===== src/rtl/mycpu_div_if.sv =====
// mycpu_div_if: request/response bundle between the EX stage and the divider.
//
// Handshake: EX raises start_i together with signed_div_i/opdata1_i/opdata2_i
// and keeps start_i high until it sees ready_o. The divider samples the
// operands only on the cycle it accepts start_i in IDLE. ready_o marks result_o
// valid, and both hold until EX drops start_i or raises annul_i. annul_i
// abandons the current operation, and that operation then produces no result.
//
// Signals:
//   start_i       EX -> div  request divide
//   signed_div_i  EX -> div  1 = DIV (signed), 0 = DIVU
//   opdata1_i     EX -> div  dividend
//   opdata2_i     EX -> div  divisor
//   annul_i       EX -> div  abort current divide
//   result_o      div -> EX  {remainder, quotient}
//   ready_o       div -> EX  result_o valid
//   state         div -> obs FSM state (0 IDLE, 1 DIV_ZERO, 2 DIV_ON, 3 DIV_END)
interface mycpu_div_if;
  logic        start_i;
  logic        signed_div_i;
  logic [31:0] opdata1_i;
  logic [31:0] opdata2_i;
  logic        annul_i;
  logic [63:0] result_o;
  logic        ready_o;
  logic [1:0]  state;

  modport master (
    output start_i, signed_div_i, opdata1_i, opdata2_i, annul_i,
    input  result_o, ready_o, state
  );

  modport slave (
    input  start_i, signed_div_i, opdata1_i, opdata2_i, annul_i,
    output result_o, ready_o, state
  );
endinterface


===== src/rtl/mycpu_div.sv =====
// mycpu_div: multi-cycle radix-2 restoring divider for DIV/DIVU in EX.
// The divider produces one quotient bit per cycle on magnitudes, then fixes
// the signs on the way into DIV_END. A zero divisor skips the iteration and
// returns 0.
//
// Ports:
//   clk  core clock
//   rst  asynchronous active-high reset
//   bus  mycpu_div_if.slave (start/operands/annul in, result/ready/state out)
module mycpu_div #(
  parameter int WIDTH = 32
) (
  input  logic       clk,
  input  logic       rst,
  mycpu_div_if.slave bus
);

  typedef enum logic [1:0] {
    IDLE     = 2'd0,
    DIV_ZERO = 2'd1,
    DIV_ON   = 2'd2,
    DIV_END  = 2'd3
  } state_t;

  state_t             state;
  logic [4:0]         counter;
  logic [WIDTH-1:0]   dividend;   // shifts left, MSB feeds the trial each cycle
  logic [WIDTH-1:0]   divisor;
  logic [WIDTH-1:0]   rem;
  logic [WIDTH-1:0]   quo;
  logic               neg_dividend;
  logic               neg_divisor;
  logic               is_signed;
  logic [2*WIDTH-1:0] result;
  logic               ready;

  logic [WIDTH:0]     trial;
  logic [WIDTH-1:0]   rem_next;
  logic [WIDTH-1:0]   quo_next;
  logic [WIDTH-1:0]   abs1;
  logic [WIDTH-1:0]   abs2;

  // Magnitudes in signed mode. Negating 0x80000000 gives 0x80000000, which is
  // already the correct unsigned magnitude.
  assign abs1 = (bus.signed_div_i && bus.opdata1_i[WIDTH-1]) ? (~bus.opdata1_i + 1'b1)
                                                             : bus.opdata1_i;
  assign abs2 = (bus.signed_div_i && bus.opdata2_i[WIDTH-1]) ? (~bus.opdata2_i + 1'b1)
                                                             : bus.opdata2_i;

  // Partial remainder stays below the divisor, so bit WIDTH of the trial is the
  // borrow, which tells whether the shifted remainder fits.
  always_comb begin
    trial    = {rem, dividend[WIDTH-1]} - {1'b0, divisor};
    rem_next = {rem[WIDTH-2:0], dividend[WIDTH-1]};
    quo_next = {quo[WIDTH-2:0], 1'b0};
    if (!trial[WIDTH]) begin
      rem_next = trial[WIDTH-1:0];
      quo_next = {quo[WIDTH-2:0], 1'b1};
    end
  end

  always_ff @(posedge clk or posedge rst) begin
    if (rst) begin
      state        <= IDLE;
      counter      <= '0;
      dividend     <= '0;
      divisor      <= '0;
      rem          <= '0;
      quo          <= '0;
      neg_dividend <= 1'b0;
      neg_divisor  <= 1'b0;
      is_signed    <= 1'b0;
      result       <= '0;
      ready        <= 1'b0;
    end else begin
      case (state)
        IDLE: begin
          ready  <= 1'b0;
          result <= '0;
          if (bus.start_i && !bus.annul_i) begin
            if (bus.opdata2_i == '0) begin
              state <= DIV_ZERO;
            end else begin
              state        <= DIV_ON;
              counter      <= '0;
              dividend     <= abs1;
              divisor      <= abs2;
              rem          <= '0;
              quo          <= '0;
              is_signed    <= bus.signed_div_i;
              neg_dividend <= bus.signed_div_i & bus.opdata1_i[WIDTH-1];
              neg_divisor  <= bus.signed_div_i & bus.opdata2_i[WIDTH-1];
            end
          end
        end
        DIV_ZERO: begin
          state  <= DIV_END;
          result <= '0;
          ready  <= 1'b1;
        end
        DIV_ON: begin
          if (bus.annul_i) begin
            state <= IDLE;
          end else begin
            rem      <= rem_next;
            quo      <= quo_next;
            dividend <= {dividend[WIDTH-2:0], 1'b0};
            counter  <= counter + 5'd1;
            if (counter == 5'd31) begin
              state <= DIV_END;
              ready <= 1'b1;
              result[WIDTH-1:0] <= (is_signed && (neg_dividend != neg_divisor))
                                   ? (~quo_next + 1'b1) : quo_next;
              result[2*WIDTH-1:WIDTH] <= (is_signed && neg_dividend)
                                         ? (~rem_next + 1'b1) : rem_next;
            end
          end
        end
        DIV_END: begin
          // Holding start keeps the result while EX is stalled for another reason.
          if (bus.annul_i || !bus.start_i) begin
            state  <= IDLE;
            ready  <= 1'b0;
            result <= '0;
          end
        end
        default: state <= IDLE;
      endcase
    end
  end

  assign bus.result_o = result;
  assign bus.ready_o  = ready;
  assign bus.state    = state;

endmodule

===== src/flat_wrapper.sv =====
// flat-port wrapper written by rule: the top's interface ports become plain ports
module mycpu_div_flat 
#(
  parameter int WIDTH = 32
)
  (clk, rst, bus_start_i, bus_signed_div_i, bus_opdata1_i, bus_opdata2_i, bus_annul_i, bus_result_o, bus_ready_o, bus_state);
  mycpu_div_if bus_i ();
  input  logic clk;
  input  logic rst;
  input wire logic [$bits(bus_i.start_i)-1:0] bus_start_i;
  input wire logic [$bits(bus_i.signed_div_i)-1:0] bus_signed_div_i;
  input wire logic [$bits(bus_i.opdata1_i)-1:0] bus_opdata1_i;
  input wire logic [$bits(bus_i.opdata2_i)-1:0] bus_opdata2_i;
  input wire logic [$bits(bus_i.annul_i)-1:0] bus_annul_i;
  output wire logic [$bits(bus_i.result_o)-1:0] bus_result_o;
  output wire logic [$bits(bus_i.ready_o)-1:0] bus_ready_o;
  output wire logic [$bits(bus_i.state)-1:0] bus_state;
  assign bus_i.start_i = bus_start_i;
  assign bus_i.signed_div_i = bus_signed_div_i;
  assign bus_i.opdata1_i = bus_opdata1_i;
  assign bus_i.opdata2_i = bus_opdata2_i;
  assign bus_i.annul_i = bus_annul_i;
  assign bus_result_o = bus_i.result_o;
  assign bus_ready_o = bus_i.ready_o;
  assign bus_state = bus_i.state;
  mycpu_div #(.WIDTH(WIDTH)) u_core (.clk(clk), .rst(rst), .bus(bus_i));
endmodule

===== config.mk =====
export PLATFORM = sky130hd
export DESIGN_NAME = mycpu_div_flat
export DESIGN_NICKNAME = d
export VERILOG_FILES = /design/src/rtl/mycpu_div_if.sv /design/src/rtl/mycpu_div.sv /design/src/flat_wrapper.sv
export SDC_FILE = /design/constraint.sdc
export NUM_CORES = 1
export LEC_CHECK = 0
export BUFFER_PORTS_ARGS = -buffer_cell sky130_fd_sc_hd__buf_2
export CAP_MARGIN = 5
export CORE_AREA = 2 2 147 220
export DETAILED_ROUTE_END_ITERATION = 12
export DIE_AREA = 0 0 149 222
export SLEW_MARGIN = 20
export SYNTH_ARGS = -nofsm -noshare
export SYNTH_HDL_FRONTEND = slang
export SYNTH_SLANG_ARGS = --single-unit

===== constraint.sdc =====
create_clock -name clk -period 17.03 [get_ports clk]
set_input_delay 0.8515 -clock clk [delete_from_list [all_inputs] [get_ports clk]]
set_output_delay 0.8515 -clock clk [all_outputs]
set_load 0.05 [all_outputs]

# After elaboration in Yosys (flattened, before gate mapping)
# Index checks and enable logic that the tools add are counted.
# Widths: inputs -> output; s select.
dict set report op_classes {
  addsub 6
  eq_ne 11
  muxes 34
  n_bitwise 7
  n_reduce_logical 16
}
# cell count
set ops {}
lappend ops {{$mux 32} 11}
lappend ops {{$mux 64} 3}
lappend ops {{$pmux 64 s3} 1}
lappend ops {{$add 32x1->32 const B} 4}
lappend ops {{$not 32->32} 4}
lappend ops {{$pmux 32 s2} 2}
lappend ops {{$pmux 31 s2} 1}
lappend ops {{$sub 33x32->33} 1}
lappend ops {{$logic_not 32->1} 1}
lappend ops {{$mux 31} 1}
lappend ops {{$mux 5} 3}
lappend ops {{$mux 2} 5}
lappend ops {{$pmux 5 s2} 1}
lappend ops {{$reduce_and 3->1} 3}
lappend ops {{$pmux 2 s4} 1}
lappend ops {{$ne 2x1->1 const B} 3}
lappend ops {{$add 5x1->5 const B} 1}
lappend ops {{$eq 5x5->1 const B} 1}
lappend ops {{$logic_and 1x1->1} 5}
lappend ops {{$eq 2x2->1 const B} 2}
lappend ops {{$mux 1} 4}
lappend ops {{$ne 2x2->1 const B} 2}
lappend ops {{$pmux 1 s4} 1}
lappend ops {{$reduce_and 4->1} 1}
lappend ops {{10 further kinds} 12}
dict set report word_totals {
  register_bits 202
  in_bits 69
  out_inout_bits 67
  word_cells 85
}

# Depth between registers and ports, before layout
# Gate-level depths: netlist (run 1).
dict set report depth {
  ltp_word 8
  mapped_depth 23
  depth_no_buf 20
}

# Worst setup path before layout (run 1)
# No wires, ideal clock.
dict set report synth_timing {
  path_kind {reg-to-reg}
  start {register u_core.dividend[31]}
  end {register u_core.result[58], in the netlist u_core.bus.result_o[58]}
  setup_ns 0.070
  t_arrival_ns 5.033
  required_time_ns 16.960
  slack_ns 11.927
  path_stages_with_launch 22
  n_path_buf 4
  period_less_slack_ns 5.103
  path_cell_list {dfrtp_1 inv_1 ha_1 inv_1 fa_1 nand3_1 a211oi_2 o211ai_1 a21oi_1 or3_1 buf_4 nor2_4 buf_1 buf_2 mux2i_1 ha_1 o211ai_1 and2_0 buf_6 or4b_4 or4_1 nand3_1}
}
dict set report synth_via {
  elab_chain_len 8
}
# element line
set synth_lines {}
lappend synth_lines {{start: declaration} mycpu_div.sv:27} ;# logic [WIDTH-1:0] dividend;
lappend synth_lines {{start signal: assignment} mycpu_div.sv:86} ;# dividend <= abs1;
lappend synth_lines {{start signal: assignment} mycpu_div.sv:107} ;# dividend <= {dividend[WIDTH-2:0], 1'b0};
lappend synth_lines {{$sub 33x32->33} mycpu_div.sv:53} ;# trial = {rem, dividend[WIDTH-1]} - {1'b0, divisor};
lappend synth_lines {{$mux 32 *} mycpu_div.sv:56} ;# if (!trial[WIDTH]) begin
lappend synth_lines {{$not 32->32} mycpu_div.sv:115} ;# ? (~rem_next + 1'b1) : rem_next;
lappend synth_lines {{$add 32x1->32} mycpu_div.sv:115}
lappend synth_lines {{$mux 32 *} mycpu_div.sv:115}
lappend synth_lines {{$mux 64 *} mycpu_div.sv:109} ;# if (counter == 5'd31) begin
lappend synth_lines {{$mux 64 *} mycpu_div.sv:102} ;# if (bus.annul_i) begin
lappend synth_lines {{$pmux 64 s3 *} mycpu_div.sv:76} ;# case (state)
lappend synth_lines {{end signal: indexed assignment} mycpu_div.sv:112} ;# result[WIDTH-1:0] <= (is_signed && (neg_dividend != neg_divisor))
lappend synth_lines {{end signal: indexed assignment} mycpu_div.sv:114} ;# result[2*WIDTH-1:WIDTH] <= (is_signed && neg_dividend)
lappend synth_lines {{end: declaration} mycpu_div.sv:34} ;# logic [2*WIDTH-1:0] result;
# Every way passes the cells marked *; elsewhere a longest branch is shown, timed or not. The select of a mux whose other input is x is not followed.
# A chain may end at the register's enable or synchronous reset.

# Worst setup path in the final report (run 1)
# Ends and elaborated chain as after synthesis.

==> impl_metrics.json, run 1 <==
{
  "drive_gt1_frac": 0.131,
  "synth_warnings": 0,
  "grt_max_degree": 134,
  "die_w_microns": 149,
  "clock_latency_ns": 0.53,
  "cts_root_buffer": "clkbuf_16",
  "synth_top_cells_by_count": "nand2_1, dfrtp_1, o21ai_0, a21oi_1, nor2_1",
  "synthFlopType": "dfrtp_1",
  "status": "complete, no violations",
  "tns_ns": 0,
  "vdd_drop_max_v": 0.0000888,
  "finClkSkew_ns": 0.0111,
  "synthToLayoutAreaGrowth_pct": 11.7,
  "num_rows": 79,
  "avgSynthCellArea_sq_um": 8.08,
  "yosysMostFrequentCell": "nand2_1",
  "ys_seq_area_frac": 0.365,
  "setup_viol": 0,
  "timing.fmax_mhz": 177,
  "critical-path-slowest-cell": "or4b_4",
  "crit_arrival_ns": 6.13,
  "crit_required_ns": 17.50,
  "crit_family": "simple AND/OR/NAND/NOR gates",
  "synth_largest_area_cell": "dfrtp_1",
  "antenna_found_initial": 0,
  "crit_start": "u_core.dividend[31]$_DFFE_PP0P_",
  "cpPeakStageDelay_ns": 0.60,
  "relSlewSlack": 0.344,
  "htree_levels": 1,
  "drt_iter0_drc": 720,
  "overflow": 0,
  "worstHoldStart": "u_core.bus.result_o[12]$_DFFE_PP0P_",
  "wl_microns": 37500,
  "cts_tree": "yes",
  "first_global_vias": 11700,
  "dp.final_hpwl_microns": 27400,
  "path_max_fanout": 30,
  "initial_core_util": 0.446,
  "fillers": 3094,
  "clk_pin_slew_ns": 0.06,
  "via_per_inst": 5.61,
  "crit_type": "reg -> reg",
  "die_area_sq_um": 33100,
  "tightest_slew_ns": 0.982,
  "hold_class": "reg -> reg",
  "busiest_layer": "met2",
  "cts_sinks": 202,
  "r2r-start": "u_core.dividend[31]$_DFFE_PP0P_",
  "die_h_microns": 222,
  "grtUsageMet2": 0.391,
  "cts_buffers": 22,
  "worstPathBufferInverterCount": 3,
  "p_per_area_nw_per_um2": 141,
  "regArea_sq_um": 5050,
  "clockBufferDepth": 3,
  "antenna_cells": 0,
  "finalCriticalPeriod_ns": 5.67,
  "ctsResizeCount": 0,
  "netlist.area_leader.share": 0.365,
  "drv_cap": 0,
  "cts_hold_buf": 0,
  "grt_use_total": 0.226,
  "drc": 0,
  "ant_nets": 0,
  "ios": 136,
  "p_leak_nw": 6.95,
  "multi_input_comb_area_sq_um": 8110,
  "drtPass1Iterations": 7,
  "num_vias": 12400,
  "async_flop_share": 1.00,
  "grtUsageMet3": 0.0210,
  "fin_util": 0.499,
  "grt_use_met1": 0.300,
  "synth_area_leaders": "dfrtp_1, nand2_1, o21ai_0",
  "wire_per_inst_microns": 17.0,
  "finalCritPeriodShare": 0.333,
  "rsz0062_at_grt": "false",
  "ys_ff_latch": 202,
  "crit_chain": "inv_1, ha_1, inv_1, fa_1, nand3_1, a211oi_2, o211ai_1, a21oi_1, or3_1, nor2_4, buf_4, mux2i_1, ha_1, o211ai_1, and2_0, or4b_4, or4_1, nand3_1",
  "final_nets": 1896,
  "hold_viol": 0,
  "start_kind": "register",
  "slew_violations": 0,
  "io_buffers": 135,
  "post_cts_buffers": 0,
  "syn_inst": 1714,
  "core_area_sq_um": 31000,
  "synth_edf_count": 0,
  "syn_area_sq_um": 13900,
  "syn_nets": 1827,
  "place.gp.congestion": 0.900,
  "end_kind": "register",
  "post_synth_num_cell_types": 93,
  "grt_pass1_wl_microns": 61200
}
==> routing by layer <==
| layer | part of all wire | vias to the layer above | routed length (microns) |
|---|---|---|---|
| li1 | - | 6235 | - |
| met1 | 0.44 | 5787 | 16700 |
| met2 | 0.49 | 294 | 18500 |
| met3 | 0.042 | 50 | 1560 |
| met4 | 0.021 | 0 | 794 |
| met5 | 0 | - | 0 |
==> area by class of cell <==
class                   instances  share of cell area
multi-input cells            1343               0.524
flip-flops and latches        202               0.326
repair buffers                145              0.0498
clock buffers                  29              0.0411
well taps                     405              0.0327
inverters                      69              0.0172
clock inverters                10             0.00897
==> worst paths after layout <==
check	endpoint	slack, ns	cells past startpoint
worst min-delay path	u_core.bus.result_o[12]$_DFFE_PP0P_	0.47	2
worst max-delay path	u_core.bus.result_o[58]$_DFFE_PP0P_	11.36	18
worst max register to register	u_core.bus.result_o[58]$_DFFE_PP0P_	11.36	18
worst min register to register	u_core.bus.result_o[12]$_DFFE_PP0P_	0.47	2
max in group asynchronous	u_core.divisor[31]$_DFFE_PP0P_	14.93	3
min in group asynchronous	u_core.bus.result_o[35]$_DFFE_PP0P_	0.50	2
==> cells by family after synthesis <==
logic type	synth area share
simple gates	0.218
compound gates	0.223
xor+xnor	0.0778
flops	0.365
buf+inv	0.0517
mux	0.0249
fa+ha+maj	0.0403
==> metrics by stage <==
step | hold slack [ns] | instances | total power [mW] | setup slack, ns | area, sq um
5_1_grt | 0.492 | 2203 | 2.36 | 10.99 | 15500
3_5_place_dp | 0.463 | 2163 | 1.68 | 11.40 | 14700
3_3_place_gp | 0.456 | 2163 | 1.66 | 11.51 | 14700
6_report | 0.470 | 2203 | 2.19 | 11.36 | 15500
2_1_floorplan | 0.445 | 1714 | 1.44 | 10.67 | 13900
4_1_cts | 0.477 | 2202 | 2.20 | 11.39 | 15500
==> placed cells by master, fill, tap and decap left out, types with 35 or more instances in the layout <==
master	synthesis	routed
nand2_1	292	292
dfrtp_1	202	202
o21ai_0	176	176
buf_2	20	135
a21oi_1	132	132
nor2_1	111	110
xnor2_1	71	71
inv_1	68	67
nand3_1	63	63
xor2_1	52	52
o31ai_1	43	43
ha_1	43	42
nor3_1	35	35
==> state kept, by name (all words and copies together) (netlist names), 2 cells and up <==
register / cells
u_core.quo: 31
u_core.rem: 32
u_core.bus.result_o: 64
u_core.bus.state: 2
u_core.dividend: 32
u_core.counter: 5
u_core.divisor: 32
==> power by group <==
group	switching [mW]	leakage (nW)	internal [mW]
Combinational	0.728	3.86	0.315
Clock	0.202	0.384	0.309
Sequential	0.0560	2.71	0.581
==> tightest hold or removal path, stage by stage, from the launching register on <==
cell	delay, ns
dfrtp_1	0.34
nand2_1	0.04
o21ai_0	0.05
No activity file was read; power rests on OpenSTA's default activity.
==> run 2: changes to the inputs <==
--- a/config.mk
+++ b/config.mk
@@ -10,6 +10,7 @@
 export CORE_AREA = 2 2 147 220
 export DETAILED_ROUTE_END_ITERATION = 12
 export DIE_AREA = 0 0 149 222
+export PLACE_DENSITY = 0.65
 export SLEW_MARGIN = 20
 export SYNTH_ARGS = -nofsm -noshare
 export SYNTH_HDL_FRONTEND = slang
==> constraint.sdc (replaced) <==
create_clock -name clk -period 4.6 [get_ports clk]
set_input_delay 0.23 -clock clk [delete_from_list [all_inputs] [get_ports clk]]
set_output_delay 0.23 -clock clk [all_outputs]
set_load 0.05 [all_outputs]
==> impl_metrics.json, run 2 (synthesized netlist as in run 1, its figures left out) <==
{
  "status": "complete, no violations",
  "worstHoldStart": "bus_opdata2_i[24]",
  "ant_nets": 0,
  "drt_iter0_drc": 751,
  "wire_per_inst_microns": 17.6,
  "path_max_fanout": 6,
  "die_h_microns": 222,
  "overflow": 0,
  "start_kind": "register",
  "largest_reg_flops": 64,
  "finClkSkew_ns": 0.0176,
  "final_area_sq_um": 15800,
  "vdd_drop_max_v": 0.000272,
  "ios": 136,
  "cts_root_buffer": "clkbuf_16",
  "die_area_sq_um": 33100,
  "relSlewSlack": 0.307,
  "grt_pass1_wl_microns": 64400,
  "fin_util": 0.510,
  "die_w_microns": 149,
  "layout_commonest_cell": "nand2_1",
  "place.gp.congestion": 0.890,
  "highest_layer": "met4",
  "end_kind": "register",
  "p_leak_nw": 7.10,
  "holdPathStages": 4,
  "clock_latency_ns": 0.54,
  "first_global_vias": 12500,
  "wl_met2_microns": 19800,
  "finalCritPeriodShare": 0.963,
  "drive_gt1_frac": 0.151,
  "finalCriticalPeriod_ns": 4.43,
  "num_vias": 12800,
  "hold_class": "in -> reg",
  "crit_required_ns": 5.06,
  "grt_max_degree": 164,
  "r2r_slack_ns": 0.17,
  "htree_levels": 1,
  "power_mw": 8.24,
  "p_per_area_nw_per_um2": 521,
  "layout_setup_ws_ns": 0.172,
  "crit_arrival_ns": 4.89,
  "most-common-layout-cells": "nand2_1, dfrtp_1, o21ai_0",
  "io_buffers": 135,
  "drv_cap": 0,
  "drtPass1Iterations": 5,
  "via_per_inst": 5.70,
  "slew_violations": 0,
  "crit_type": "reg -> reg",
  "preCtsSetupSlack_ns": 0.104,
  "final_nets": 1934,
  "drc": 0,
  "cts_buffers": 22,
  "wl_met1_microns": 17000,
  "place_area_sq_um": 15000,
  "antenna_found_initial": 1,
  "rr_worst_depth": 17,
  "initial_core_util": 0.446,
  "dp.final_hpwl_microns": 29500,
  "r2r-start": "u_core.dividend[31]$_DFFE_PP0P_",
  "hold_viol": 0,
  "core_area_sq_um": 31000,
  "holdPathEnd": "u_core.divisor[24]$_DFFE_PP0P_",
  "wl_microns": 39400,
  "tightest_slew_ns": 1.03,
  "cts_tree": "yes",
  "dr_wl_met3_microns": 1640,
  "tns_ns": 0,
  "cts_sinks": 202,
  "num_rows": 79,
  "timing.fmax_mhz": 226,
  "fillers": 3075,
  "synthToLayoutAreaGrowth_pct": 14.3,
  "grt_use_total": 0.237,
  "reg2reg_to": "u_core.bus.result_o[54]$_DFFE_PP0P_",
  "clockBufferDepth": 3,
  "setup_viol": 0,
  "clk_pin_slew_ns": 0.06
}
[run 2: repair_timing]
item | in CTS | in global routing
setup buffers | 0 | 4
hold endpoints to repair | 9 | 0
hold buffers | 4 | 0
setup endpoints to repair | 0 | 4
resized for setup | 0 | 6
[run 2: where the power goes]
group | leakage [nW] | switching, mW | internal [mW] | total, mW
combinational | 4.05 | 2.80 | 1.30 | 4.11
sequential | 2.71 | 0.207 | 2.15 | 2.36
clock | 0.345 | 0.761 | 1.01 | 1.77
[run 2: how the worst max path moves through the flow]
stage / start / endpoint / slack (ns)
floorplan: u_core.dividend[31]$_DFFE_PP0P_ / u_core.bus.result_o[58]$_DFFE_PP0P_ / 0.02
CTS: u_core.dividend[31]$_DFFE_PP0P_ / u_core.bus.result_o[54]$_DFFE_PP0P_ / 0.08
detailed placement: u_core.dividend[31]$_DFFE_PP0P_ / u_core.bus.result_o[54]$_DFFE_PP0P_ / 0.10
global route: u_core.dividend[31]$_DFFE_PP0P_ / u_core.bus.result_o[58]$_DFFE_PP0P_ / -0.04
global placement: u_core.dividend[31]$_DFFE_PP0P_ / u_core.bus.result_o[58]$_DFFE_PP0P_ / 0.19
finish: u_core.dividend[31]$_DFFE_PP0P_ / u_core.bus.result_o[54]$_DFFE_PP0P_ / 0.17
[run 2: metrics by stage]
step	hold slack (ns)	cells
final	0.0130	2242
after global routing	0.0308	2242
after CTS	0.000859	2237
after detailed placement	0.466	2194
after global placement	0.455	2194
after floorplan	0.369	1714
[run 2: per-layer routing]
metal | track usage | vias up
met3 | 0.0224 | 57
met4 | 0.0679 | 0
met2 | 0.418 | 314
li1 | - | 6314
met1 | 0.307 | 6097
met5 | 0 | -
[run 2: worst max-delay path, cell delays in order (launching register included)]
cell      delay (ns)
dfrtp_1         0.43
inv_1           0.09
ha_2            0.18
inv_1           0.06
fa_2            0.39
nand3_2         0.11
a211oi_4        0.09
o211ai_1        0.24
a21oi_1         0.13
or3_4           0.40
nor2_4          0.24
mux2i_4         0.34
ha_4            0.21
nand4_1         0.15
and2_4          0.24
or4b_4          0.54
or4_1           0.41
nand3_1         0.10
[run 2: layout make-up]
| cell class | count | area, sq um | share of cell area |
|---|---|---|---|
| multi-input combinational | 1343 | 8180 | 0.517 |
| sequential | 202 | 5050 | 0.319 |
| timing repair buffer | 183 | 1100 | 0.0695 |
| clock buffer | 32 | 628 | 0.0397 |
| tap | 405 | 507 | 0.0320 |
| inverter | 69 | 265 | 0.0168 |
| clock inverter | 7 | 93.8 | 0.00593 |
| antenna | 1 | 2.50 | 0.000158 |
==> run 3: changes to the inputs <==
--- a/config.mk
+++ b/config.mk
@@ -8,9 +8,12 @@
 export BUFFER_PORTS_ARGS = -buffer_cell sky130_fd_sc_hd__buf_2
 export CAP_MARGIN = 5
 export CORE_AREA = 2 2 147 220
+export CTS_BUF_LIST = sky130_fd_sc_hd__clkbuf_8
 export DETAILED_ROUTE_END_ITERATION = 12
 export DIE_AREA = 0 0 149 222
 export PLACE_DENSITY = 0.65
+export REMOVE_ABC_BUFFERS = 1
+export SKIP_LAST_GASP = 1
 export SLEW_MARGIN = 20
 export SYNTH_ARGS = -nofsm -noshare
 export SYNTH_HDL_FRONTEND = slang
==> impl_metrics.json, run 3 (synthesized netlist as in run 1, its figures left out) <==
{
  "critical-path-slowest-cell": "or4b_4",
  "htree_levels": 1,
  "tns_ns": 0,
  "final_nets": 1977,
  "slew_violations": 0,
  "fillers": 3094,
  "grt_pass1_wl_microns": 66500,
  "hold_class": "in -> reg",
  "vdd_drop_max_v": 0.000310,
  "place.gp.congestion": 0.939,
  "clock_latency_ns": 0.60,
  "start_kind": "register",
  "cts_sinks": 202,
  "power_mw": 8.04,
  "grt_use_total": 0.250,
  "path_max_fanout": 4,
  "cpPeakStageDelay_ns": 0.56,
  "tightest_slew_ns": 0.999,
  "clk_pin_slew_ns": 0.07,
  "clockBufferDepth": 3,
  "initial_core_util": 0.446,
  "status": "complete, no violations",
  "crit_family": "simple AND/OR/NAND/NOR gates",
  "place_area_sq_um": 15000,
  "drt_iter0_drc": 732,
  "hold_slack_ns": 0.0652,
  "grt_max_degree": 135,
  "core_area_sq_um": 31000,
  "fin_util": 0.514,
  "num_vias": 13200,
  "wl_microns": 41300,
  "r2r-start": "u_core.dividend[31]$_DFFE_PP0P_",
  "cts_root_buffer": "clkbuf_8",
  "crit_chain": "inv_2, ha_2, inv_1, fa_2, nand3_1, a211oi_2, o211ai_1, buf_4, a21oi_1, or3_4, nor2_4, mux2i_1, ha_2, nand4_1, and2_4, or4b_4, or4_1, nand3_1",
  "ios": 136,
  "drv_cap": 0,
  "finalCritPeriodShare": 0.981,
  "ant_nets": 0,
  "grtUsageMet3": 0.0311,
  "crit_type": "reg -> reg",
  "drive_gt1_frac": 0.152,
  "crit_required_ns": 5.13,
  "io_buffers": 135,
  "drc": 0,
  "antenna_found_initial": 2,
  "die_h_microns": 222,
  "via_per_inst": 5.75,
  "end_kind": "register",
  "num_rows": 79,
  "die_area_sq_um": 33100,
  "wire_per_inst_microns": 18.0,
  "setup_viol": 0,
  "drtPass1Iterations": 5,
  "dp.final_hpwl_microns": 30300,
  "crit_start": "u_core.dividend[31]$_DFFE_PP0P_",
  "worstPathBufferInverterCount": 3,
  "overflow": 0,
  "most-common-layout-cells": "nand2_1, dfrtp_1, o21ai_0",
  "rsz0062_at_grt": "true",
  "finalCriticalPeriod_ns": 4.51,
  "final_area_sq_um": 16000,
  "layout_commonest_cell": "nand2_1",
  "cts_buffers": 31,
  "p_leak_nw": 7.25,
  "hold_viol": 0,
  "die_w_microns": 149,
  "finClkSkew_ns": 0.0146,
  "timing.fmax_mhz": 222,
  "crit_arrival_ns": 5.04,
  "grtUsageMet2": 0.446,
  "worstHoldStart": "bus_opdata2_i[21]",
  "grt_use_met1": 0.290,
  "post_cts_buffers": 0,
  "largest_reg_flops": 64,
  "relSlewSlack": 0.333,
  "synthToLayoutAreaGrowth_pct": 15.3,
  "busiest_layer": "met2",
  "p_per_area_nw_per_um2": 504,
  "cts_tree": "yes",
  "first_global_vias": 13000
}
## run 3: layout make-up
class | count | area, sq um | share of cell area
clock inverters | 17 | 145 | 0.00909
diodes | 2 | 5.00 | 0.000313
well taps | 405 | 507 | 0.0317
clock buffers | 34 | 468 | 0.0293
repair buffers | 217 | 1390 | 0.0869
multi-input cells | 1343 | 8130 | 0.509
flip-flops and latches | 202 | 5050 | 0.317
inverters | 69 | 267 | 0.0167
## run 3: what timing repair did
action,CTS,global route
hold buffers,32,0
setup endpoints to repair,0,8
resized for setup,0,12
hold endpoints to repair,162,0
## run 3: metal layers
| layer | part of all wire | wire length, microns |
|---|---|---|
| met2 | 0.51 | 21100 |
| met3 | 0.046 | 1900 |
| met5 | 0 | 0 |
| met1 | 0.39 | 16200 |
| met4 | 0.049 | 2030 |
## run 3: worst paths after layout
kind / depth (start not counted) / slack (ns) / endpoint
max: 18 / 0.09 / u_core.bus.result_o[58]$_DFFE_PP0P_
min: 4 / 0.07 / u_core.divisor[21]$_DFFE_PP0P_
max reg2reg: 18 / 0.09 / u_core.bus.result_o[58]$_DFFE_PP0P_
min reg2reg: 2 / 0.48 / u_core.bus.result_o[57]$_DFFE_PP0P_
max in group asynchronous: 4 / 3.15 / u_core.bus.state[1]$_DFFE_PP0P_
min in group asynchronous: 3 / 0.37 / u_core.dividend[10]$_DFFE_PP0P_
## run 3: through the flow
stage                     std cells  setup WS, ns
after floorplan                1614         -1.75
after global placement         2204         0.117
after detailed placement       2204        0.0509
after CTS                      2287       0.00103
after global routing           2289       -0.0550
final                          2289        0.0883
## run 3: worst reg2reg max path: stages (launching register included)
cell      delay (ns)
dfrtp_1         0.41
inv_2           0.08
ha_2            0.17
inv_1           0.05
fa_2            0.34
nand3_1         0.10
a211oi_2        0.12
o211ai_1        0.29
buf_4           0.18
a21oi_1         0.08
or3_4           0.36
nor2_4          0.19
mux2i_1         0.29
ha_2            0.26
nand4_1         0.12
and2_4          0.23
or4b_4          0.56
or4_1           0.53
nand3_1         0.09
## run 3: power breakdown
part	switching [mW]	internal (mW)
Sequential	0.203	2.15
Clock	0.717	0.835
Combinational	2.83	1.31
Total	3.75	4.29
